`src/rtl/ex_stage_pkg.sv`:
```
// Shared types and constants for the execute-stage result path.
package ex_stage_pkg;

   localparam int XLEN = 64;

   // Branch condition encodings carried in funct3
   localparam logic [2:0] F3_BEQ  = 3'b000;
   localparam logic [2:0] F3_BNE  = 3'b001;
   localparam logic [2:0] F3_BLT  = 3'b100;
   localparam logic [2:0] F3_BGE  = 3'b101;
   localparam logic [2:0] F3_BLTU = 3'b110;
   localparam logic [2:0] F3_BGEU = 3'b111;

   // One buffered result heading to the memory stage
   typedef struct packed {
      logic [XLEN-1:0] data;
      logic [XLEN-1:0] store_data;
      logic [4:0]      rd;
      logic            reg_write;
      logic            mem_read;
      logic            mem_write;
   } ex_entry_t;

   localparam int ENTRY_W = $bits(ex_entry_t);

   // Upstream picks SUB/SLT/SLTU so that the zero flag alone decides the branch:
   // SUB is zero on equality, SLT/SLTU are zero when "not less than".
   function automatic logic branch_taken(input logic [2:0] funct3, input logic zero);
      logic taken;
      case (funct3)
         F3_BEQ, F3_BGE, F3_BGEU: taken = zero;
         F3_BNE, F3_BLT, F3_BLTU: taken = ~zero;
         default:                 taken = 1'b0;
      endcase
      return taken;
   endfunction

endpackage

```
`src/rtl/ex_result_stage_fifo2.sv`:
```
// Two-entry elastic buffer with 1-bit head/tail pointers, a 2-bit occupancy
// count and a synchronous flush. Outputs come straight from the head entry.
module fifo2 #(
   parameter int W     = 8,
   parameter int DEPTH = 2
) (
   input  logic         clk,
   input  logic         reset,
   input  logic         flush,
   input  logic         push,
   input  logic         pop,
   input  logic [W-1:0] wdata,
   output logic [W-1:0] rdata,
   output logic         not_empty,
   output logic         not_full
);

   localparam logic [1:0] FULL_CNT = 2'(DEPTH);

   logic [W-1:0] mem_q [0:1];
   logic [W-1:0] mem_d [0:1];
   logic         head_q, head_d;
   logic         tail_q, tail_d;
   logic [1:0]   count_q, count_d;

   // Next-state for storage, pointers and count; flush overrides pointer/count motion
   always_comb begin
      mem_d   = mem_q;
      head_d  = head_q;
      tail_d  = tail_q;
      count_d = count_q;
      if (push) begin
         mem_d[tail_q] = wdata;
         tail_d        = ~tail_q;
      end
      if (pop) begin
         head_d = ~head_q;
      end
      case ({push, pop})
         2'b10:   count_d = count_q + 2'd1;
         2'b01:   count_d = count_q - 2'd1;
         default: count_d = count_q;
      endcase
      if (flush) begin
         head_d  = 1'b0;
         tail_d  = 1'b0;
         count_d = 2'd0;
      end
   end

   // State registers; reset also clears storage so outputs read zero
   always_ff @(posedge clk or posedge reset) begin
      if (reset) begin
         mem_q   <= '{default: '0};
         head_q  <= 1'b0;
         tail_q  <= 1'b0;
         count_q <= 2'd0;
      end else begin
         mem_q   <= mem_d;
         head_q  <= head_d;
         tail_q  <= tail_d;
         count_q <= count_d;
      end
   end

   assign rdata     = mem_q[head_q];
   assign not_empty = (count_q != 2'd0);
   assign not_full  = (count_q != FULL_CNT);

endmodule

```
`src/rtl/ex_result_stage.sv`:
```
// Execute-stage result stage: W-op sign extension, branch/jump resolution from
// the ALU zero flag, a 2-entry buffer toward memory and a one-cycle PC redirect.
module ex_result_stage
   import ex_stage_pkg::*;
#(
   parameter int N     = 64,
   parameter int DEPTH = 2
) (
   input  logic         clk,
   input  logic         reset,
   input  logic         flush,
   input  logic         in_valid,
   output logic         in_ready,
   input  logic [N-1:0] alu_result,
   input  logic         alu_zero,
   input  logic         w_op,
   input  logic         is_branch,
   input  logic         is_link,
   input  logic [2:0]   br_funct3,
   input  logic [N-1:0] br_target,
   input  logic [N-1:0] pc_plus4,
   input  logic [N-1:0] store_data,
   input  logic [4:0]   rd,
   input  logic         reg_write,
   input  logic         mem_read,
   input  logic         mem_write,
   output logic         out_valid,
   input  logic         out_ready,
   output logic [N-1:0] out_data,
   output logic [N-1:0] out_store_data,
   output logic [4:0]   out_rd,
   output logic         out_reg_write,
   output logic         out_mem_read,
   output logic         out_mem_write,
   output logic         redirect_valid,
   output logic [N-1:0] redirect_pc
);

   logic         accept;
   logic         pop;
   logic         taken;
   ex_entry_t    new_entry;
   ex_entry_t    head_entry;
   logic         redirect_valid_q, redirect_valid_d;
   logic [N-1:0] redirect_pc_q, redirect_pc_d;

   // Flush kills this cycle's accept, which also suppresses its redirect
   assign accept = in_valid & in_ready & ~flush;
   assign pop    = out_valid & out_ready;

   // Build the entry to enqueue and the redirect next-state
   always_comb begin
      taken = is_branch & branch_taken(br_funct3, alu_zero);

      new_entry            = '0;
      new_entry.store_data = store_data;
      new_entry.rd         = rd;
      if (is_link) begin
         new_entry.data = pc_plus4;
      end else if (w_op) begin
         new_entry.data = {{(N-32){alu_result[31]}}, alu_result[31:0]};
      end else begin
         new_entry.data = alu_result;
      end
      // Branches keep their slot for ordering but must not write anything
      new_entry.reg_write = reg_write & ~is_branch;
      new_entry.mem_read  = mem_read  & ~is_branch;
      new_entry.mem_write = mem_write & ~is_branch;

      redirect_valid_d = accept & (taken | is_link);
      redirect_pc_d    = redirect_valid_d ? br_target : redirect_pc_q;
   end

   // Redirect pulse register; the target holds between pulses
   always_ff @(posedge clk or posedge reset) begin
      if (reset) begin
         redirect_valid_q <= 1'b0;
         redirect_pc_q    <= '0;
      end else begin
         redirect_valid_q <= redirect_valid_d;
         redirect_pc_q    <= redirect_pc_d;
      end
   end

   fifo2 #(
      .W     (ENTRY_W),
      .DEPTH (DEPTH)
   ) u_fifo (
      .clk       (clk),
      .reset     (reset),
      .flush     (flush),
      .push      (accept),
      .pop       (pop),
      .wdata     (new_entry),
      .rdata     (head_entry),
      .not_empty (out_valid),
      .not_full  (in_ready)
   );

   assign out_data       = head_entry.data;
   assign out_store_data = head_entry.store_data;
   assign out_rd         = head_entry.rd;
   assign out_reg_write  = head_entry.reg_write;
   assign out_mem_read   = head_entry.mem_read;
   assign out_mem_write  = head_entry.mem_write;
   assign redirect_valid = redirect_valid_q;
   assign redirect_pc    = redirect_pc_q;

endmodule

```
`config.mk`:
```
export PLATFORM = sky130hd
export DESIGN_NAME = ex_result_stage
export DESIGN_NICKNAME = d
export VERILOG_FILES = /design/src/rtl/ex_stage_pkg.sv /design/src/rtl/ex_result_stage_fifo2.sv /design/src/rtl/ex_result_stage.sv
export SDC_FILE = /design/constraint.sdc
export NUM_CORES = 1
export LEC_CHECK = 0
export CORE_ASPECT_RATIO = 0.9
export CORE_UTILIZATION = 45
export CTS_CLUSTER_DIAMETER = 80
export CTS_CLUSTER_SIZE = 8
export DETAILED_ROUTE_END_ITERATION = 10
export DONT_BUFFER_PORTS = 1
export GPL_ROUTABILITY_DRIVEN = 0
export SYNTH_ARGS = -nofsm -noshare
export SYNTH_HDL_FRONTEND = slang
export SYNTH_SLANG_ARGS = --single-unit
```
`constraint.sdc`:
```
create_clock -name clk -period 26.4 [get_ports clk]
set_input_delay 2.64 -clock clk [delete_from_list [all_inputs] [get_ports clk]]
set_output_delay 2.64 -clock clk [all_outputs]
set_load 0.05 [all_outputs]
```
Word-level counts from Yosys, hierarchy flattened
Cells that the tools add are included.
Word-level totals
  register bits after elaboration: 341
  bits of input ports: 276
  word-level logic and storage cells: 59
Operators by class
  add/sub/neg operators: 2
  order comparisons: 3
  equal/unequal tests: 8
  muxes and demuxes: 15
  bitwise operators: 16
  reduce and logical (&&, ||, !) cells: 8
Operators with widths (count)
  136-bit 2-to-1 mux: 4
  272-bit bitwise mux: 1
  136-bit demux with 1-bit select: 1
  64-bit 2-to-1 mux: 2
  3-bit equality test, second input constant: 4
  1-bit AND: 8
  2-bit nonzero test: 3
  3-bit OR reduction: 2
  1-bit inverter: 5
  2-bit >= comparator, second input constant: 2
  1-bit 2-to-1 mux: 4
  1-bit inverter with 2-bit output: 2
  2-bit one-hot mux with 2 select lines: 1
  3-bit by 1-bit equality test with 1-bit output, second input constant: 1
  3-bit logical NOT: 1
  3-bit nonzero test: 1
  2-bit by 1-bit adder with 2-bit output, second input constant: 1
  2-bit by 1-bit equality test with 1-bit output, second input constant: 1
  2-bit equality test, second input constant: 1
  2-bit by 1-bit < comparator with 1-bit output, second input constant: 1
  2-bit 2-to-1 mux: 1
  2-bit inequality test, second input constant: 1
  1-bit one-hot mux with 2 select lines: 1
  2-bit by 1-bit subtractor with 2-bit output, second input constant: 1
  other kinds (2): 2

Longest topological paths before layout
  depth after elaboration: 6
  depth in mapped cells: 7
  gate-level depth less buffers: 4

Cells and area by module
Synthesis repeated with hierarchy kept, for this count alone.
Unflattened totals
  cell total of the unflattened synthesis: 1043
  area, all modules: 15421.0 um2
By module, submodules not included
  fifo2: times used 1, cells each 747, area an instance 12044.1 um2, seq. area each 6906.6 um2
  ex_result_stage: times used 1, cells each 296, area an instance 3377.0 um2, seq. area each 1626.6 um2

Worst setup path after synthesis
Ideal clock, no wire load.
  kind: register to output
  from: register u_fifo.head_q
  to: output port out_data[30]
  data arrival time: 1435 ps
  setup slack: 22325 ps
  stages on the path, launching flop included: 4
  path buffers: 2
  cells stage by stage: dfrtp_1 clkbuf_1 clkbuf_1 mux2_2
On the way
  longest elaborated chain between the ends: 4
Ends and longest elaborated chain
  start, declared: line ex_result_stage_fifo2.sv:22  | logic head_q, head_d;
  start signal, assigned: line ex_result_stage_fifo2.sv:55  | head_q <= 1'b0;
  start signal, assigned: line ex_result_stage_fifo2.sv:60  | head_q <= head_d;
  1-bit inverter with 2-bit output (not written as such): line ex_result_stage_fifo2.sv:66  | assign rdata = mem_q[head_q];
  136-bit 2-to-1 mux (not written as such) (3 in series): line ex_result_stage_fifo2.sv:66
  end, declared: line ex_result_stage.sv:29  | output logic [N-1:0] out_data,
No other way between the ends. The select of a mux whose other input is x is not followed.

Worst setup path after layout
  from: register u_fifo.head_q
  to: output port out_store_data[3]
On the way
  longest elaborated chain between the ends: 4
Ends and longest elaborated chain
  1-bit inverter with 2-bit output (not written as such): line ex_result_stage_fifo2.sv:66
  136-bit 2-to-1 mux (not written as such) (3 in series): line ex_result_stage_fifo2.sv:66
  end, declared: line ex_result_stage.sv:30  | output logic [N-1:0] out_store_data,
No other way between the ends. The select of a mux whose other input is x is not followed.

==> results.tsv <==
stage	metric	value	unit
status	outcome	complete, no violations	
timing	post_route_clock_skew	0.0164	ns
die	floorplan.rows	64	
route	finalWirelength	38700	um
logic_synthesis	synth_seq_cells	341	
pwr	power.ir.vdd_worst	0.0530	mV
logic_synthesis	syn_nets	1389	
setup_path	critPathMaxFanout	69	
route	detail_route.iter0.violations	310	
logic_synthesis	synthesized_area	0.0155	mm2
logic_synthesis	synth.avg_cell_area	13.9	um2
grt	track_usage	21.3	%
setup_path	r2r_cells	4	
setup_path	required	23.76	ns
placement	dp_cells	1506	
clock_tree	clk_path_buf_depth	3	
min_path	worstHoldPathCells	2	
timing	clock.fmax	175	MHz
setup_path	path_class	register to primary output	
grt	global_route_wire_length_before_repair	55800	um
pwr	power.share.combinational	26.6	%
logic_synthesis	synth_async_sr_flop_share	100	%
timing	grt_setup_unrepaired	no	
die	die_w	198	um
logic_synthesis	synthDominantCellAreaShare	55.0	%
cells_and_area	layout.cells.non_filler	1563	
logic_synthesis	synth-edff-count	0	
setup_path	timing.critical_path.from_type	register	
grt	remaining_overflow_grt	0	
die	fp.dieArea	0.0352	mm2
cells_and_area	final_layout_size_suffix_gt1_share	46.3	%
clock_tree	clock_input_transition_at_the_sequential_cells_of_the_worst_setup_and_hold_paths	0.05	ns
route	route.vias.total	8615	
timing	setup_viol_count_final	0	
grt	grt_antenna_before_repair	4	
timing	setup_tns	0	ns
route	drt_pre_antenna_iters	5	
pwr	internal_power_summed_over_all_cells	1.16	mW
logic_synthesis	synth_ff_type	dfrtp_1	
clock_tree	cts-hold-fix-buffers	0	
route	post-route-drc-count	0	
clock_tree	tritoncts	built	
timing	finalCritPeriodShare	21.7	%
timing	period_needed	5.73	ns
route	final_antenna_net_count	0	
pwr	seqPwrFrac	44.8	%
logic_synthesis	yosysUniqueCellTypes	29	
logic_synthesis	synth_area_leaders	dfrtp_1, mux2_2, mux2_4, mux2i_1, o21ai_0	
die	core-area	0.0340	mm2
grt	largest_net_degree_at_the_start_of_global_routing	128	
logic_synthesis	netlist_instances	1113	
clock_tree	postCtsSetupBuffers	0	
cells_and_area	fin_nets	1370	
job	max_cap_viol_count	0	
placement	place_hpwl	27000	um
timing	worst_hold_slack	0.472	ns
clock_tree	numClockSinks	341	
pwr	power.share.switching	38.2	%
setup_path	cp.arrival	3.09	ns
logic_synthesis	synth_sequential_area_ratio	55.0	%
timing	slew_headroom	32.3	%
cells_and_area	syn_to_final_growth	9.56	%
route	route.detailed.wl_per_inst	24.8	um
grt	grt_pass1_vias	8952	
timing	tightestPinTransition	1.02	ns
clock_tree	cts_inserted_buffers	48	
setup_path	critPathCaptureType	primary output	
route	viasPerCell	5.51	
die	die-height	178	um
pwr	p_leak	7.47	nW
clock_tree	cts_resized	0	
pwr	total_switching_power	0.715	mW
logic_synthesis	synth-warning-count	0	
die	num_io_pins	479	
pwr	powerDensity	110	mW/mm2
clock_tree	cts-htree-levels	2	
min_path	holdCritPathClass	register to register	
clock_tree	cts.root.buffer_cell	clkbuf_16	
die	initial_core_util	45.7	%
clock_tree	clock_insertion_delay_at_the_later_pin_of_the_skew_report	0.56	ns
logic_synthesis	synth_area_leader_cell	dfrtp_1	
pwr	power.clock.fraction	28.6	%
timing	timing_hold_violations_final	0	
timing	slew_viol_final	0	
placement	port-buffer-count	0	
==> power groups by stage <==
stage                     registers (mW)  logic, mW  clock network [mW]
after floorplan                    0.800      0.466                   0
after global placement             0.847      0.492                   0
after detailed placement           0.844      0.501                   0
after CTS                          0.837      0.503               0.550
after global routing               0.854      0.525               0.572
final                              0.838      0.498               0.534
==> worst max-delay path, cell delays in order, from the launching register on <==
cell	delay, ns
dfrtp_4	1.07
buf_4	0.77
mux2_2	0.55
==> layout make-up <==
type                            count  area [um2]
Antenna cell                        4        10.0
Timing Repair Buffer                9        67.6
Clock inverter                      4        50.0
Sequential cell                   341        8540
Tap cell                          462         578
Clock buffer                       49        1200
Fill cell                        2955       17000
Multi-Input combinational cell    692        6530
Inverter                            2        15.0
==> metal layers <==
layer	global-route usage, %	part of all wire [%]
met1	25.6	40
met2	34.9	48
met3	6.88	8.3
met4	9.66	3.7
met5	0	0
==> state kept, by name, summed over array words and instances, names as in the netlist <==
name	flops
u_fifo.mem_q	272
redirect_pc	64
u_fifo.count_q	2
redirect_valid	1
u_fifo.head_q	1
u_fifo.tail_q	1
==> cells in the final DEF (no fill, tap or decap), drive strengths merged <==
cell,n
mux2,440
dfrtp,341
nand2,66
o21ai,64
clkbuf,49
nor2,37
mux2i,33
a21oi,33
buf,9
diode,4
inv,4
nor2b,3
nand2b,2
xor2,2
nand3b,2
clkinv,2
and2b,1
nand3,1
xnor2,1
nor4b,1
and3,1
o311ai,1
nor3b,1
a211oi,1
or2,1
a31oi,1
==> per-stage QoR <==
step           util, %  setup WS [ns]  area, um2  power [mW]
5_1_grt           50.0          20.51      17000        1.95
6_report          50.0          20.67      17000        1.87
4_1_cts           50.0          20.65      17000        1.89
2_1_floorplan        -          14.31      15500        1.27
3_5_place_dp      46.3          21.15      15700        1.35
3_3_place_gp      46.3          21.20      15700        1.34
==> logic make-up (layout without fill, tap and decap cells) <==
kind of cell    Yosys count  in the layout  share of synthesized area (%)
other cells               0              4                              0
xor+xnor                  3              3                          0.169
buf+inv                  80             64                           3.05
simple gates            116            116                           3.16
flops                   341            341                           55.0
mux                     473            473                           35.3
compound gates          100            100                           3.32
==> cells in the mapped netlist, types with 2 or more instances <==
cell type  instances
mux2_2           391
dfrtp_1          341
nand2_1           66
o21ai_0           64
mux2_4            49
clkbuf_1          37
nor2_1            37
a21oi_1           33
mux2i_1           33
buf_2             25
buf_6              8
buf_12             5
buf_1              3
nor2b_1            3
inv_1              2
nand2b_1           2
xor2_1             2
==> worst paths after layout <==
check	startpoint	end	slack, ns
max	u_fifo.head_q	out_store_data[3]	20.67
min	u_fifo.mem_q[249]	u_fifo.mem_q[249]	0.47
max reg2reg	u_fifo.count_q[0]	u_fifo.mem_q[174]	23.31
min reg2reg	u_fifo.mem_q[249]	u_fifo.mem_q[249]	0.47
max in group asynchronous	reset	u_fifo.mem_q[151]	22.68
min in group asynchronous	reset	u_fifo.mem_q[35]	2.12
Note: power is estimated with default switching activity, not from simulation.
